--- src/rtl/div_16_if.sv ---
// Handshake and operand/result bundle between the control unit and div_16.
interface div_16_if #(
    parameter int WIDTH = 16
);
    logic             start;
    logic             signed_op;
    logic [WIDTH-1:0] dividend;
    logic [WIDTH-1:0] divisor;
    logic             busy;
    logic             done;
    logic [WIDTH-1:0] quotient;
    logic [WIDTH-1:0] remainder;
    logic             div_by_zero;

    modport master (
        output start, signed_op, dividend, divisor,
        input  busy, done, quotient, remainder, div_by_zero
    );

    modport slave (
        input  start, signed_op, dividend, divisor,
        output busy, done, quotient, remainder, div_by_zero
    );
endinterface

--- src/rtl/div_16.sv ---
// Iterative restoring divider: one quotient bit per cycle, signed or unsigned,
// results registered on completion with a start/busy/done handshake.
//
// state | meaning
// IDLE  | waiting for start
// CALC  | shift-subtract iterations running (busy)
// FIN   | results valid for one cycle (done); start here chains the next op
module div_16 #(
    parameter int WIDTH = 16
) (
    input  logic    clk,
    input  logic    rst,
    div_16_if.slave bus
);
    localparam int CW = $clog2(WIDTH);
    localparam logic [CW-1:0] LAST = CW'(WIDTH - 1);

    typedef enum logic [1:0] {IDLE, CALC, FIN} state_t;

    state_t           state_q, state_d;
    logic [CW-1:0]    cnt_q;
    logic [WIDTH:0]   rem_q, rem_d;
    logic [WIDTH-1:0] quo_q, quo_d;
    logic [WIDTH-1:0] dvs_q;
    logic [WIDTH-1:0] dvd_raw_q;
    logic             q_neg_q, r_neg_q, dbz_cap_q;
    logic [WIDTH-1:0] quotient_q, quotient_d;
    logic [WIDTH-1:0] remainder_q, remainder_d;
    logic             div_by_zero_q;

    logic             busy, done, accept, last;
    logic             dvd_neg, dvs_neg;
    logic [WIDTH-1:0] dvd_mag, dvs_mag;
    logic [WIDTH+1:0] shifted;
    logic [WIDTH:0]   diff;
    logic             ge;

    always_comb begin
        state_d = state_q;
        busy    = 1'b0;
        done    = 1'b0;
        accept  = 1'b0;
        last    = 1'b0;
        case (state_q)
            IDLE: begin
                if (bus.start) begin
                    state_d = CALC;
                    accept  = 1'b1;
                end
            end
            CALC: begin
                busy = 1'b1;
                if (cnt_q == LAST) begin
                    state_d = FIN;
                    last    = 1'b1;
                end
            end
            FIN: begin
                done = 1'b1;
                if (bus.start) begin
                    state_d = CALC;
                    accept  = 1'b1;
                end else begin
                    state_d = IDLE;
                end
            end
            default: state_d = IDLE;
        endcase
    end

    always_comb begin
        dvd_neg = bus.signed_op & bus.dividend[WIDTH-1];
        dvs_neg = bus.signed_op & bus.divisor[WIDTH-1];
        dvd_mag = dvd_neg ? (~bus.dividend + WIDTH'(1)) : bus.dividend;
        dvs_mag = dvs_neg ? (~bus.divisor + WIDTH'(1)) : bus.divisor;
    end

    // Trial subtraction on the shifted partial remainder; restore when it would go negative.
    always_comb begin
        shifted = {rem_q, quo_q[WIDTH-1]};
        ge      = (shifted >= {2'b00, dvs_q});
        diff    = shifted[WIDTH:0] - {1'b0, dvs_q};
        rem_d   = ge ? diff : shifted[WIDTH:0];
        quo_d   = {quo_q[WIDTH-2:0], ge};
    end

    always_comb begin
        quotient_d  = q_neg_q ? (~quo_d + WIDTH'(1)) : quo_d;
        remainder_d = r_neg_q ? (~rem_d[WIDTH-1:0] + WIDTH'(1)) : rem_d[WIDTH-1:0];
        if (dbz_cap_q) begin
            quotient_d  = '1;
            remainder_d = dvd_raw_q;
        end
    end

    always_ff @(posedge clk) begin
        if (rst) begin
            state_q       <= IDLE;
            cnt_q         <= '0;
            rem_q         <= '0;
            quo_q         <= '0;
            dvs_q         <= '0;
            dvd_raw_q     <= '0;
            q_neg_q       <= 1'b0;
            r_neg_q       <= 1'b0;
            dbz_cap_q     <= 1'b0;
            quotient_q    <= '0;
            remainder_q   <= '0;
            div_by_zero_q <= 1'b0;
        end else begin
            state_q <= state_d;
            if (accept) begin
                cnt_q     <= '0;
                rem_q     <= '0;
                quo_q     <= dvd_mag;
                dvs_q     <= dvs_mag;
                dvd_raw_q <= bus.dividend;
                q_neg_q   <= dvd_neg ^ dvs_neg;
                r_neg_q   <= dvd_neg;
                dbz_cap_q <= (bus.divisor == '0);
            end else if (busy) begin
                cnt_q <= cnt_q + CW'(1);
                rem_q <= rem_d;
                quo_q <= quo_d;
                if (last) begin
                    quotient_q    <= quotient_d;
                    remainder_q   <= remainder_d;
                    div_by_zero_q <= dbz_cap_q;
                end
            end
        end
    end

    assign bus.busy        = busy;
    assign bus.done        = done;
    assign bus.quotient    = quotient_q;
    assign bus.remainder   = remainder_q;
    assign bus.div_by_zero = div_by_zero_q;
endmodule
--- src/flat_wrapper.sv ---
// flat-port wrapper written by rule: the top's interface ports become plain ports
module div_16_flat 
#(
    parameter int WIDTH = 16
)
  (clk, rst, bus_start, bus_signed_op, bus_dividend, bus_divisor, bus_busy, bus_done, bus_quotient, bus_remainder, bus_div_by_zero);
  div_16_if #(.WIDTH(WIDTH)) bus_i ();
  input  logic clk;
  input  logic rst;
  input wire logic [$bits(bus_i.start)-1:0] bus_start;
  input wire logic [$bits(bus_i.signed_op)-1:0] bus_signed_op;
  input wire logic [$bits(bus_i.dividend)-1:0] bus_dividend;
  input wire logic [$bits(bus_i.divisor)-1:0] bus_divisor;
  output wire logic [$bits(bus_i.busy)-1:0] bus_busy;
  output wire logic [$bits(bus_i.done)-1:0] bus_done;
  output wire logic [$bits(bus_i.quotient)-1:0] bus_quotient;
  output wire logic [$bits(bus_i.remainder)-1:0] bus_remainder;
  output wire logic [$bits(bus_i.div_by_zero)-1:0] bus_div_by_zero;
  assign bus_i.start = bus_start;
  assign bus_i.signed_op = bus_signed_op;
  assign bus_i.dividend = bus_dividend;
  assign bus_i.divisor = bus_divisor;
  assign bus_busy = bus_i.busy;
  assign bus_done = bus_i.done;
  assign bus_quotient = bus_i.quotient;
  assign bus_remainder = bus_i.remainder;
  assign bus_div_by_zero = bus_i.div_by_zero;
  div_16 #(.WIDTH(WIDTH)) u_core (.clk(clk), .rst(rst), .bus(bus_i));
endmodule
--- config.mk ---
export PLATFORM = sky130hd
export DESIGN_NAME = div_16_flat
export DESIGN_NICKNAME = d
export VERILOG_FILES = /design/src/rtl/div_16_if.sv /design/src/rtl/div_16.sv /design/src/flat_wrapper.sv
export SDC_FILE = /design/constraint.sdc
export NUM_CORES = 1
export LEC_CHECK = 0
export BUFFER_PORTS_ARGS = -buffer_cell sky130_fd_sc_hd__buf_2
export CORE_ASPECT_RATIO = 2
export CORE_MARGIN = 2
export CORE_UTILIZATION = 55
export CTS_BUF_LIST = sky130_fd_sc_hd__clkbuf_16
export DETAILED_ROUTE_END_ITERATION = 8
export GPL_ROUTABILITY_DRIVEN = 0
export GPL_TIMING_DRIVEN = 0
export PLACE_DENSITY = 0.75
export SLEW_MARGIN = 0
export SYNTH_ARGS = -nofsm -noshare
export SYNTH_HDL_FRONTEND = slang
export SYNTH_SLANG_ARGS = --single-unit
--- constraint.sdc ---
create_clock -name clk -period 5.19 [get_ports clk]
set_clock_uncertainty 0.1 [all_clocks]
set_input_delay 0.2595 -clock clk [delete_from_list [all_inputs] [get_ports clk]]
set_output_delay 0.2595 -clock clk [all_outputs]
set_load 0.1 [all_outputs]
After elaboration in Yosys (flattened, before gate mapping). Index checks and enable logic that the tools add are counted.

Bits in registers: 107. Output and inout port bits: 35.

Equal/unequal tests: 5. Reduce and logical (&&, ||, !) cells: 7. $add $sub $neg: 6. Bitwise logic cells: 8. Mux-type cells: 19. Magnitude comparators: 1.

Operators by type and width (count): two-way mux 16 bit (8); adder 16 x 1 -> 16 bit (second input constant) (4); NOT 16 bit (4); greater-or-equal comparator 18 x 16 -> 1 bit (1); two-way mux 17 bit (1); subtractor 17 x 16 -> 17 bit (1); zero test 16 bit (1); two-way mux 1 bit (7); case mux 2 bit (3 select lines) (1); adder 4 x 1 -> 4 bit (second input constant) (1); == test 4 bit (second input constant) (1); two-way mux 2 bit (2); OR reduction 2 bit (2); AND reduction 3 bit (1); AND 1 bit (2); == test 2 x 1 -> 1 bit (second input constant) (1); == test 2 bit (second input constant) (1); zero test 2 bit (1); inequality test 2 x 1 -> 1 bit (second input constant) (1); inequality test 2 bit (second input constant) (1); AND reduction 2 bit (1); nonzero test 2 bit (1); NOT 1 bit (1); bitwise XOR 1 bit (1).

Longest topological paths before layout. Gate-level depths: netlist (run 1).

Word-level depth: 6. Gate-level depth with buffers: 20. Mapped depth without buffers: 19.

Worst setup path after synthesis (run 1). Ideal clock, no wire load.

Path type: flip-flop to flip-flop. Start point: register u_core.quo_q[15]. End point: register u_core.remainder_q[12] (netlist: u_core.bus.remainder[12]). Setup slack: 1263 ps. Required time: 5004 ps. Cell stages (with the launch flop): 19. Setup time: 86 ps. Buffers on the path: 1. Arrival: 3741 ps. Cells stage by stage: dfxtp_1 -> inv_1 -> ha_1 -> inv_1 -> fa_1 -> a211oi_1 -> o21a_1 -> o21ai_1 -> o211ai_4 -> nand2_4 -> buf_4 -> mux2i_1 -> ha_1 -> nand2_1 -> nor4_1 -> a31oi_1 -> o41ai_2 -> xnor2_1 -> a221oi_2.

Cells in the longest elaborated chain, start to end: 6.

Ends and longest elaborated chain: start, declared (line div_16.sv:23) `logic [WIDTH-1:0] quo_q, quo_d;`; start signal, assigned (line div_16.sv:115) `quo_q <= dvd_mag;`; start signal, assigned (line div_16.sv:124) `quo_q <= quo_d;`; subtractor 17 x 16 -> 17 bit / greater-or-equal comparator 18 x 16 -> 1 bit (equally long branches) (line div_16.sv:82, div_16.sv:81); two-way mux 17 bit (*) (line div_16.sv:83) `rem_d = ge ? diff : shifted[WIDTH:0];`; NOT 16 bit (line div_16.sv:89) `remainder_d = r_neg_q ? (~rem_d[WIDTH-1:0] + WIDTH'(1)) : rem_d[WIDTH-1:0];`; adder 16 x 1 -> 16 bit (line div_16.sv:89); two-way mux 16 bit (*) (line div_16.sv:89); two-way mux 16 bit (*) (line div_16.sv:90) `if (dbz_cap_q) begin`; end signal, assigned (line div_16.sv:127) `remainder_q <= remainder_d;`; end, declared (line div_16.sv:28) `logic [WIDTH-1:0] remainder_q, remainder_d;`.

Every way passes the cells marked *; elsewhere a longest branch is shown, timed or not. A chain may end at the register's enable or synchronous reset.

Worst setup path in the final report (run 1). Ends and elaborated chain as after synthesis.

==> results of run 1 <==
power groups by stage:
stage / clock network, mW / registers, mW / logic (mW)
floorplan: 0 / 0.908 / 0.648
CTS: 0.740 / 0.910 / 0.875
detailed placement: 0 / 0.929 / 0.863
global placement: 0 / 0.929 / 0.858
finish: 0.736 / 0.914 / 0.896
global route: 0.772 / 0.916 / 0.970
how the worst max path moves through the flow:
stage | endpoint | cells after the start | startpoint
final | u_core.bus.remainder[12] | 18 | u_core.quo_q[15]
after global routing | u_core.bus.remainder[14] | 17 | u_core.dvs_q[10]
after CTS | u_core.bus.remainder[14] | 17 | u_core.dvs_q[10]
after detailed placement | u_core.bus.remainder[14] | 17 | u_core.dvs_q[10]
after global placement | u_core.bus.remainder[14] | 17 | u_core.dvs_q[10]
after floorplan | u_core.bus.remainder[12] | 18 | u_core.quo_q[15]
area by class of cell:
cell class	instances	area [um2]
Timing Repair Buffer	69	345
Clock buffer	9	225
Buffer	53	215
Clock inverter	7	92.6
Fill cell	1121	4290
Tap cell	145	181
Multi-Input combinational cell	684	4150
Inverter	36	135
Sequential cell	107	2140
worst max-delay path, stage by stage, from the launching register on:
cell and delay (ns):
dfxtp_1 0.36, inv_1 0.09, ha_1 0.16, inv_1 0.05, fa_1 0.42, a211oi_1 0.25
o21a_1 0.24, o21ai_1 0.15, o211ai_4 0.35, nand2_4 0.15, buf_4 0.23, mux2i_1 0.31
ha_1 0.31, nand2_1 0.09, nor4_1 0.42, a31oi_1 0.28, o41ai_2 0.41, xnor2_1 0.15
a221oi_2 0.24
timing repair:
action                     4_1_cts  5_1_grt
resized for setup                0        1
setup endpoints to repair        0        2
setup buffers                    0        0
cells by family (layout without fill, tap and decap cells):
family                     after synthesis  after routing  synth area share
AOI/OAI and AO/OA                      235            235             0.234
adders and majority gates               22             22            0.0426
buffers and inverters                   89            174            0.0528
DFF                                    107            107             0.323
muxes                                   15             15            0.0245
xor gates and xnor gates                66             66            0.0871
and+or+nand+nor                        346            346             0.236
cells in the mapped netlist, types with 11 or more instances:
library cell and count:
nand2_1 133, a211oi_1 33, clkbuf_1 40, ha_1 21, inv_1 34, mux2i_1 11, xor2_1 33, nand3_1 18
xnor2_1 33, dfxtp_1 107, a311oi_1 17, a21oi_1 67, nor2_1 102, nor3_1 20, o21ai_0 49
per-stage QoR:
step	area (um2)	util	setup WS (ns)	power, mW	instances
2_1_floorplan	6640	-	1.26	1.56	880
3_3_place_gp	7160	0.609	0.384	1.79	1094
3_5_place_dp	7160	0.609	0.348	1.79	1094
4_1_cts	7480	0.636	0.294	2.53	1110
5_1_grt	7480	0.636	0.0704	2.66	1110
6_report	7480	0.636	0.332	2.55	1110
registers in the layout, summed over array words and instances (netlist names):
signal / cells
u_core.bus.remainder: 16
u_core.bus.quotient: 16
u_core.dbz_cap_q: 1
u_core.state_q: 2
u_core.q_neg_q: 1
u_core.cnt_q: 4
u_core.quo_q: 16
u_core.rem_q: 17
u_core.dvs_q: 16
u_core.dvd_raw_q: 16
u_core.r_neg_q: 1
u_core.bus.div_by_zero: 1
metal layers:
layer,GRT usage,vias up,wire length [um]
met5,0,-,0
met4,0.298,0,2270
li1,-,3269,-
met3,0.0499,111,768
met1,0.346,3240,7600
met2,0.624,239,11700
==> metrics, run 1 <==
register area share after synthesis 0.323; global-route wire length before repair 35100 um; P&R area growth vs syn 12.7%; overall routing resource usage 0.355; Cell Pwr Density 340 nW/um2; io pins 71; Hold Fails Final Rpt 0; most frequent cells in the layout nand2_1, dfxtp_1, nor2_1, buf_2, a21oi_1; status complete, no violations; vias per cell 6.18; Row Count 56; die area 13000 um2; required time worst endpoint 5.34 ns; min Tclk post-route 4.86 ns; CP endpoint kind flip-flop; H-tree depth 3; Worst EP arrival 5.01 ns; combinational group share of total power 0.352; pin count of the biggest net entering global routing 18; Die Y 159 um; worst r2r path cells 18; critical path class reg -> reg; setup TNS 0 ns; Final ANT Viol Nets 0; CP startpoint kind flip-flop; Int Pwr 1.61 mW; share of the synthesized area in the top cell type 0.323; Sink Count 107; Leakage 3.01 nW; hold_ws 0.0933 ns; Max clock buf depth 2; layout cells sized above 1 0.113; reg2reg end u_core.bus.remainder[12]; core area 11800 um2; switch share 0.366; FF-to-FF setup slack 0.33 ns; hold endpoint u_core.dvd_raw_q[5]; Fmax 0.206 GHz; Slew HR 0.383; RR Startpoint u_core.quo_q[15]; final period utilization 0.936; top cells by area, synth dfxtp_1, nand2_1, nor2_1, a21oi_1, xnor2_1; Yosys reg bits 107; WL final 22300 um; fin nets 1018; FFs w/ async S/R, synth 0; hold wc startpoint bus_dividend[5]; RSZ-0062 raised after global routing false; port bufs 69; Mean Syn Cell Area 7.54 um2; die width 81.7 um; Synth area leader dfxtp_1; Worst-Margin Slew 0.920 ns; syn nets 938; TritonRoute pass-1 iters 5; gr ovfl total 0; drt initial violations 402; EDFF count, synth 0; vias in the first global route 6764; min-delay worst type in -> reg; Syn Std Cell Area 6640 um2; CTS root buf clkbuf_16; Netlist cell types 66; post-synthesis cell count 880; Routed wire per std cell 20.1 um; VDD IR-drop max 223 uV; hold buffers post-CTS 0; crit-path max FO 10; Synth Warn # 0; max cap viols 0; Top FF cell, synth dfxtp_1; Clock power frac 0.289; Net Switching 0.933 mW; # diodes 0; initial antenna violation count 0; Starting Density 0.564; Worst Hold Depth 3; # setup viols final 0; max-slew violation count 0; placed wire-length estimate 17300 um; DRC 0; total CTS buffers 9; most common cell after layout, fill and taps aside nand2_1; clock latency at the later pin of the worst-skew pair 0.34 ns; Reg power frac 0.359; via count 6859; Worst-path clk slew 0.07 ns; CTS tree done
(Power assumes the default switching activity.)
==> run 2, diff against run 1 <==
- CORE_ASPECT_RATIO: 2 -> 1.1
- CTS_BUF_LIST: sky130_fd_sc_hd__clkbuf_16 -> unset
==> run 2 against run 1 <==
  * Count of clock-buffer cells in the layout grew 3
  * Setup slack gained 0.077 ns
  * Critical endpoint unchanged
  * Largest cell class unchanged
  * Die area shrank 0.40%
  * Largest power group unchanged
  * Register-to-register slack gained 0.08 ns
==> metrics, run 2 (synthesis gave the netlist of run 1 again) <==
overall routing resource usage 0.302 (was 0.355); Fillers 1131 (was 1121); Final ANT Viol Nets 0 (unchanged); total CTS buffers 9 (unchanged); Worst EP arrival 4.96 ns (was 5.01 ns); Die Y 119 um (was 159 um); Row Count 42 (was 56); vias in the first global route 5978 (was 6764); max-slew violation count 0 (unchanged); Worst-Margin Slew 0.785 ns (was 0.920 ns); Routed wire per std cell 17.1 um (was 20.1 um); TritonRoute pass-1 iters 5 (unchanged); CP endpoint kind flip-flop (unchanged); Post-CTS Setup Bufs 0 (unchanged); switch share 0.369 (was 0.366); die width 109 um (was 81.7 um); pin count of the biggest net entering global routing 17 (was 18); Max clock buf depth 2 (unchanged); max FFs per register 17 (unchanged); Largest Register u_core.rem_q (unchanged); core area 11900 um2 (was 11800 um2); min-delay worst type in -> reg (unchanged); most common cell after layout, fill and taps aside nand2_1 (unchanged); # setup viols final 0 (unchanged); Worst Hold Depth 3 (unchanged); Reg power frac 0.371 (was 0.359); H-tree depth 3 (unchanged); layout cells sized above 1 0.113 (about the same); WL final 19200 um (was 22300 um); final period utilization 0.921 (was 0.936); port bufs 69 (unchanged); most frequent cells in the layout nand2_1, dfxtp_1, nor2_1, buf_2, a21oi_1 (unchanged); Clock power frac 0.270 (was 0.289); DRC 0 (unchanged); Worst-path clk slew 0.07 ns (about the same); CTS root buf clkbuf_16 (unchanged); RSZ-0062 raised after global routing false (unchanged); drt initial violations 605 (was 402); placed wire-length estimate 14700 um (was 17300 um); Int Pwr 1.54 mW (was 1.61 mW); combinational group share of total power 0.359 (was 0.352); hold buffers post-CTS 0 (unchanged); post-CTS sizing 0 (unchanged); gr ovfl total 0 (unchanged); status complete, no violations (unchanged); worst r2r path cells 17 (was 18); Net Switching 0.903 mW (was 0.933 mW); Multi-input gate area 4150 um2 (unchanged); hold endpoint u_core.dvs_q[0] (was u_core.dvd_raw_q[5]); Leakage 2.99 nW (was 3.01 nW); required time worst endpoint 5.37 ns (was 5.34 ns); Slew HR 0.475 (was 0.383); CP startpoint kind flip-flop (unchanged); max cap viols 0 (unchanged); CTS tree done (unchanged); VDD IR-drop max 198 uV (was 223 uV); Starting Density 0.556 (was 0.564); post-route cell area 7450 um2 (was 7480 um2); final core utilization 0.625 (was 0.636); RR Startpoint u_core.dvs_q[10] (was u_core.quo_q[15]); # diodes 0 (unchanged); via count 6634 (was 6859); global-route wire length before repair 30400 um (was 35100 um); vias per cell 5.93 (was 6.18); Hold Fails Final Rpt 0 (unchanged); P&R area growth vs syn 12.3% (was 12.7%); clock latency at the later pin of the worst-skew pair 0.36 ns (was 0.34 ns); critical path class reg -> reg (unchanged); Register Area 2140 um2 (unchanged); initial antenna violation count 0 (unchanged); Fmax 0.209 GHz (was 0.206 GHz); min Tclk post-route 4.78 ns (was 4.86 ns); reg2reg end u_core.bus.remainder[12] (unchanged); hold_ws 0.0610 ns (was 0.0933 ns); fin nets 1018 (unchanged); io pins 71 (unchanged); placed cell areas 7180 um2 (was 7160 um2); FF-to-FF setup slack 0.41 ns (was 0.33 ns); die area 13000 um2 (about the same); Cell Pwr Density 328 nW/um2 (was 340 nW/um2); Sink Count 107 (unchanged); crit-path max FO 10 (unchanged); hold wc startpoint bus_divisor[0] (was bus_dividend[5]); setup TNS 0 ns (unchanged)
-- run 2: changes by cell type in the layout (fill, tap and decap cells not counted), sizes merged --
cell / change
bufinv: -2
clkbuf: +3
clkinv: -1
inv: -1
-- run 2: power groups by stage --
| stage | Clock, mW | Combinational, mW | Sequential (mW) |
|---|---|---|---|
| 3_3_place_gp | 0 | 0.845 | 0.923 |
| 4_1_cts | 0.668 | 0.861 | 0.904 |
| 3_5_place_dp | 0 | 0.855 | 0.923 |
| 5_1_grt | 0.699 | 0.952 | 0.910 |
| 6_report | 0.660 | 0.877 | 0.906 |
| 2_1_floorplan | 0 | 0.648 | 0.908 |
-- run 2: area by class of cell --
type | instances | area share
Clock buffer | 12 | 0.0344
Clock inverter | 3 | 0.00285
Inverter | 36 | 0.0181
Tap cell | 154 | 0.0259
Sequential cell | 107 | 0.287
Timing Repair Buffer | 69 | 0.0463
Buffer | 53 | 0.0289
Multi-Input combinational cell | 684 | 0.556
-- run 2: how the worst max path moves through the flow --
| stage | startpoint | to | depth (start not counted) |
|---|---|---|---|
| finish | u_core.dvs_q[10] | u_core.bus.remainder[12] | 17 |
| global route | u_core.dvs_q[10] | u_core.bus.remainder[12] | 17 |
| CTS | u_core.dvs_q[10] | u_core.bus.remainder[12] | 17 |
| detailed placement | u_core.quo_q[15] | u_core.bus.remainder[12] | 19 |
| global placement | u_core.dvs_q[10] | u_core.bus.remainder[12] | 17 |
| floorplan | u_core.quo_q[15] | u_core.bus.remainder[12] | 18 |
-- run 2: stage by stage --
stage               setup slack [ns]  cells  total power [mW]
floorplan                       1.26    880              1.56
global placement               0.566   1103              1.77
detailed placement             0.540   1103              1.78
CTS                            0.501   1118              2.43
global route                  0.0901   1118              2.56
finish                         0.409   1118              2.44
-- run 2: per-layer routing --
layer | global-route usage | part of all wire | vias to the layer above | routed length, um
met1 | 0.417 | 0.43 | 3014 | 8330
met2 | 0.466 | 0.44 | 309 | 8480
met4 | 0.0994 | 0.027 | 0 | 521
met5 | 0 | 0 | - | 0
li1 | - | - | 3265 | -
met3 | 0.0673 | 0.096 | 46 | 1830
-- run 2: worst max-delay path, stage by stage, from the launching register on --
cell,delay (ns)
dfxtp_1,0.33
inv_1,0.07
ha_1,0.27
clkbuf_1,0.27
nand3_1,0.20
nor4_1,0.32
a41oi_1,0.30
nand2_4,0.19
buf_4,0.22
inv_1,0.19
o21ai_0,0.48
ha_1,0.30
nand2_1,0.09
nor4_1,0.35
a31oi_1,0.24
o41ai_2,0.41
xnor2_1,0.13
a221oi_2,0.23
==> run 3, diff against run 2 <==
- CORE_ASPECT_RATIO: 1.1 -> 0.6
- GPL_TIMING_DRIVEN: 0 -> 1
==> run 3 against run 2 <==
  * Flip-flop and latch count unchanged
  * Register-to-register slack improved by 0.35 ns
  * First-iteration DRC count decreased by 0.17%
  * Utilization decreased by 0.50 points
  * Via count decreased by 2.6%
  * Worst hold slack improved by 0.0068 ns
  * Maximum frequency increased by 7.8%
  * Sequential share of layout area increased by 0.28 points
  * Sequential power increased by 0.8%
  * Cell area decreased by 0.97%
  * Critical path depth unchanged
  * Combinational power decreased by 2%
==> metrics, run 3 (synthesis gave the netlist of run 1 again) <==
H-tree depth 3 (unchanged); TritonRoute pass-1 iters 6 (was 5); Clock power frac 0.296 (was 0.270); hold_ws 0.0678 ns (was 0.0610 ns); RR Startpoint u_core.quo_q[15] (was u_core.dvs_q[10]); port bufs 70 (was 69); max FFs per register 17 (unchanged); drt initial violations 604 (was 605); WL final 19300 um (was 19200 um); CP startpoint kind flip-flop (unchanged); die width 146 um (was 109 um); final period utilization 0.855 (was 0.921); Final Worst Setup Slack 0.754 ns (was 0.409 ns); max cap viols 0 (unchanged); fin nets 975 (was 1018); worst slack at placement 0.862 ns (was 0.540 ns); via count 6463 (was 6634); layout cells sized above 1 0.128 (was 0.113); P&R area growth vs syn 11.2% (was 12.3%); Leakage 2.98 nW (was 2.99 nW); vias in the first global route 5337 (was 5978); Slowest-stage cell, CP fa_1 (was o21ai_0); most common cell after layout, fill and taps aside nand2_1 (unchanged); # diodes 0 (unchanged); Reg power frac 0.363 (was 0.371); sum of buffers and inverters on the critical path 2 (was 4); DR WL met3 2370 um (was 1830 um); hold wc startpoint bus_dividend[12] (was bus_divisor[0]); Cell Pwr Density 341 nW/um2 (was 328 nW/um2); clock latency at the later pin of the worst-skew pair 0.37 ns (was 0.36 ns); min Tclk post-route 4.44 ns (was 4.78 ns); overall routing resource usage 0.299 (was 0.302); WL met1 10000 um (was 8330 um); total CTS buffers 9 (unchanged); Worst-path clk slew 0.08 ns (was 0.07 ns); setup TNS 0 ns (unchanged); CTS root buf clkbuf_16 (unchanged); total power 2.52 mW (was 2.44 mW); reg2reg end u_core.bus.remainder[12] (unchanged); io pins 71 (unchanged); # setup viols final 0 (unchanged); Worst Hold Depth 3 (unchanged); Row Count 31 (was 42); met2 routed WL 6790 um (was 8480 um); switch share 0.367 (was 0.369); RSZ-0062 raised after global routing false (unchanged); Worst-Margin Slew 1.05 ns (was 0.785 ns); Post-CTS Setup Bufs 0 (unchanged); cells along the critical path inv_1 -> ha_1 -> inv_1 -> fa_1 -> a211oi_1 -> o21a_1 -> o21ai_1 -> o211ai_4 -> nand2_4 -> mux2i_1 -> ha_1 -> nand2_1 -> nor4_1 -> a31oi_1 -> o41ai_2 -> xnor2_1 -> a221oi_2 (was inv_1 -> ha_1 -> clkbuf_1 -> nand3_1 -> nor4_1 -> a41oi_1 -> nand2_4 -> buf_4 -> inv_1 -> o21ai_0 -> ha_1 -> nand2_1 -> nor4_1 -> a31oi_1 -> o41ai_2 -> xnor2_1 -> a221oi_2); pin count of the biggest net entering global routing 70 (was 17); hold endpoint u_core.dvd_raw_q[12] (was u_core.dvs_q[0]); Final ANT Viol Nets 0 (unchanged); Max clock buf depth 2 (unchanged); critical path class reg -> reg (unchanged); FF-to-FF setup slack 0.75 ns (was 0.41 ns); Slew HR 0.296 (was 0.475); status complete, no violations (unchanged); Die Y 89.1 um (was 119 um); core area 11900 um2 (about the same); VDD IR-drop max 178 uV (was 198 uV); Net Switching 0.924 mW (was 0.903 mW); Hold Fails Final Rpt 0 (unchanged); most frequent cells in the layout nand2_1, dfxtp_1, nor2_1, buf_2, a21oi_1 (unchanged); die area 13000 um2 (about the same); Critical Path Max Stage Delay 0.41 ns (was 0.48 ns); required time worst endpoint 5.37 ns (about the same); Starting Density 0.557 (was 0.556); post-CTS sizing 0 (unchanged); Largest Register u_core.rem_q (unchanged); placed wire-length estimate 14400 um (was 14700 um); Routed wire per std cell 17.7 um (was 17.1 um); global-route wire length before repair 30000 um (was 30400 um); Fmax 0.225 GHz (was 0.209 GHz); hold buffers post-CTS 0 (unchanged); CTS tree done (unchanged); Int Pwr 1.59 mW (was 1.54 mW); CP endpoint kind flip-flop (unchanged); min-delay worst type in -> reg (unchanged); DR top layer met4 (unchanged); Worst EP arrival 4.61 ns (was 4.96 ns); initial antenna violation count 0 (unchanged); max-slew violation count 0 (unchanged); gr ovfl total 0 (unchanged); Sink Count 107 (unchanged); vias per cell 5.95 (was 5.93); Crit path max-delay family compound AO/OA/AOI/OAI gates (unchanged); worst r2r path cells 17 (unchanged); crit-path max FO 24 (was 10); DRC 0 (unchanged); combinational group share of total power 0.341 (was 0.359)
run 3: cell count changes in the layout (fill, tap and decap cells not counted), moves of 2 or more:
| cell | before | now |
|---|---|---|
| buf_4 | 1 | 9 |
| inv_8 | 0 | 2 |
| buf_1 | 7 | 0 |
| buf_2 | 73 | 70 |
| clkbuf_1 | 41 | 0 |
run 3: area by class of cell:
cell class | instances | area [um2]
Clock buffer | 11 | 253
Clock inverter | 5 | 68.8
Fill cell | 1142 | 4530
Inverter | 36 | 135
Multi-Input combinational cell | 684 | 4160
Sequential cell | 107 | 2140
Tap cell | 165 | 206
Timing Repair Buffer | 79 | 418
run 3: worst register-to-register path: stages (launching register included):
cell and delay (ns):
dfxtp_1 0.34, inv_1 0.09, ha_1 0.17, inv_1 0.05, fa_1 0.41, a211oi_1 0.25, o21a_1 0.22, o21ai_1 0.15
o211ai_4 0.30, nand2_4 0.26, mux2i_1 0.33, ha_1 0.28, nand2_1 0.08, nor4_1 0.34, a31oi_1 0.24, o41ai_2 0.39
xnor2_1 0.13, a221oi_2 0.23
run 3: layer usage:
layer  GRT usage  vias to the layer above
met3      0.0923                       11
met4      0.0401                        0
li1            -                     3177
met5           0                        -
met1       0.498                     2956
met2       0.362                      319
run 3: how the worst max path moves through the flow:
| stage | from | to | slack (ns) | cells past startpoint |
|---|---|---|---|---|
| floorplan | u_core.quo_q[15] | u_core.bus.remainder[12] | 1.26 | 18 |
| global placement | u_core.quo_q[15] | u_core.bus.remainder[12] | 0.97 | 17 |
| detailed placement | u_core.quo_q[15] | u_core.bus.remainder[12] | 0.86 | 17 |
| CTS | u_core.quo_q[15] | u_core.bus.remainder[12] | 0.83 | 17 |
| global route | u_core.quo_q[15] | u_core.bus.remainder[14] | 0.41 | 17 |
| finish | u_core.quo_q[15] | u_core.bus.remainder[12] | 0.75 | 17 |
run 3: power groups by stage:
stage	logic (mW)	registers, mW	clock network [mW]
2_1_floorplan	0.648	0.908	0
3_3_place_gp	0.829	0.928	0
3_5_place_dp	0.833	0.930	0
4_1_cts	0.839	0.911	0.750
5_1_grt	0.937	0.918	0.782
6_report	0.859	0.913	0.745
run 3: per-stage QoR:
stage                     area [um2]   util  instances
after floorplan                 6640      -        880
after global placement          7060  0.593       1071
after detailed placement        7060  0.593       1071
after CTS                       7380  0.620       1087
after global routing            7380  0.620       1087
final                           7380  0.620       1087
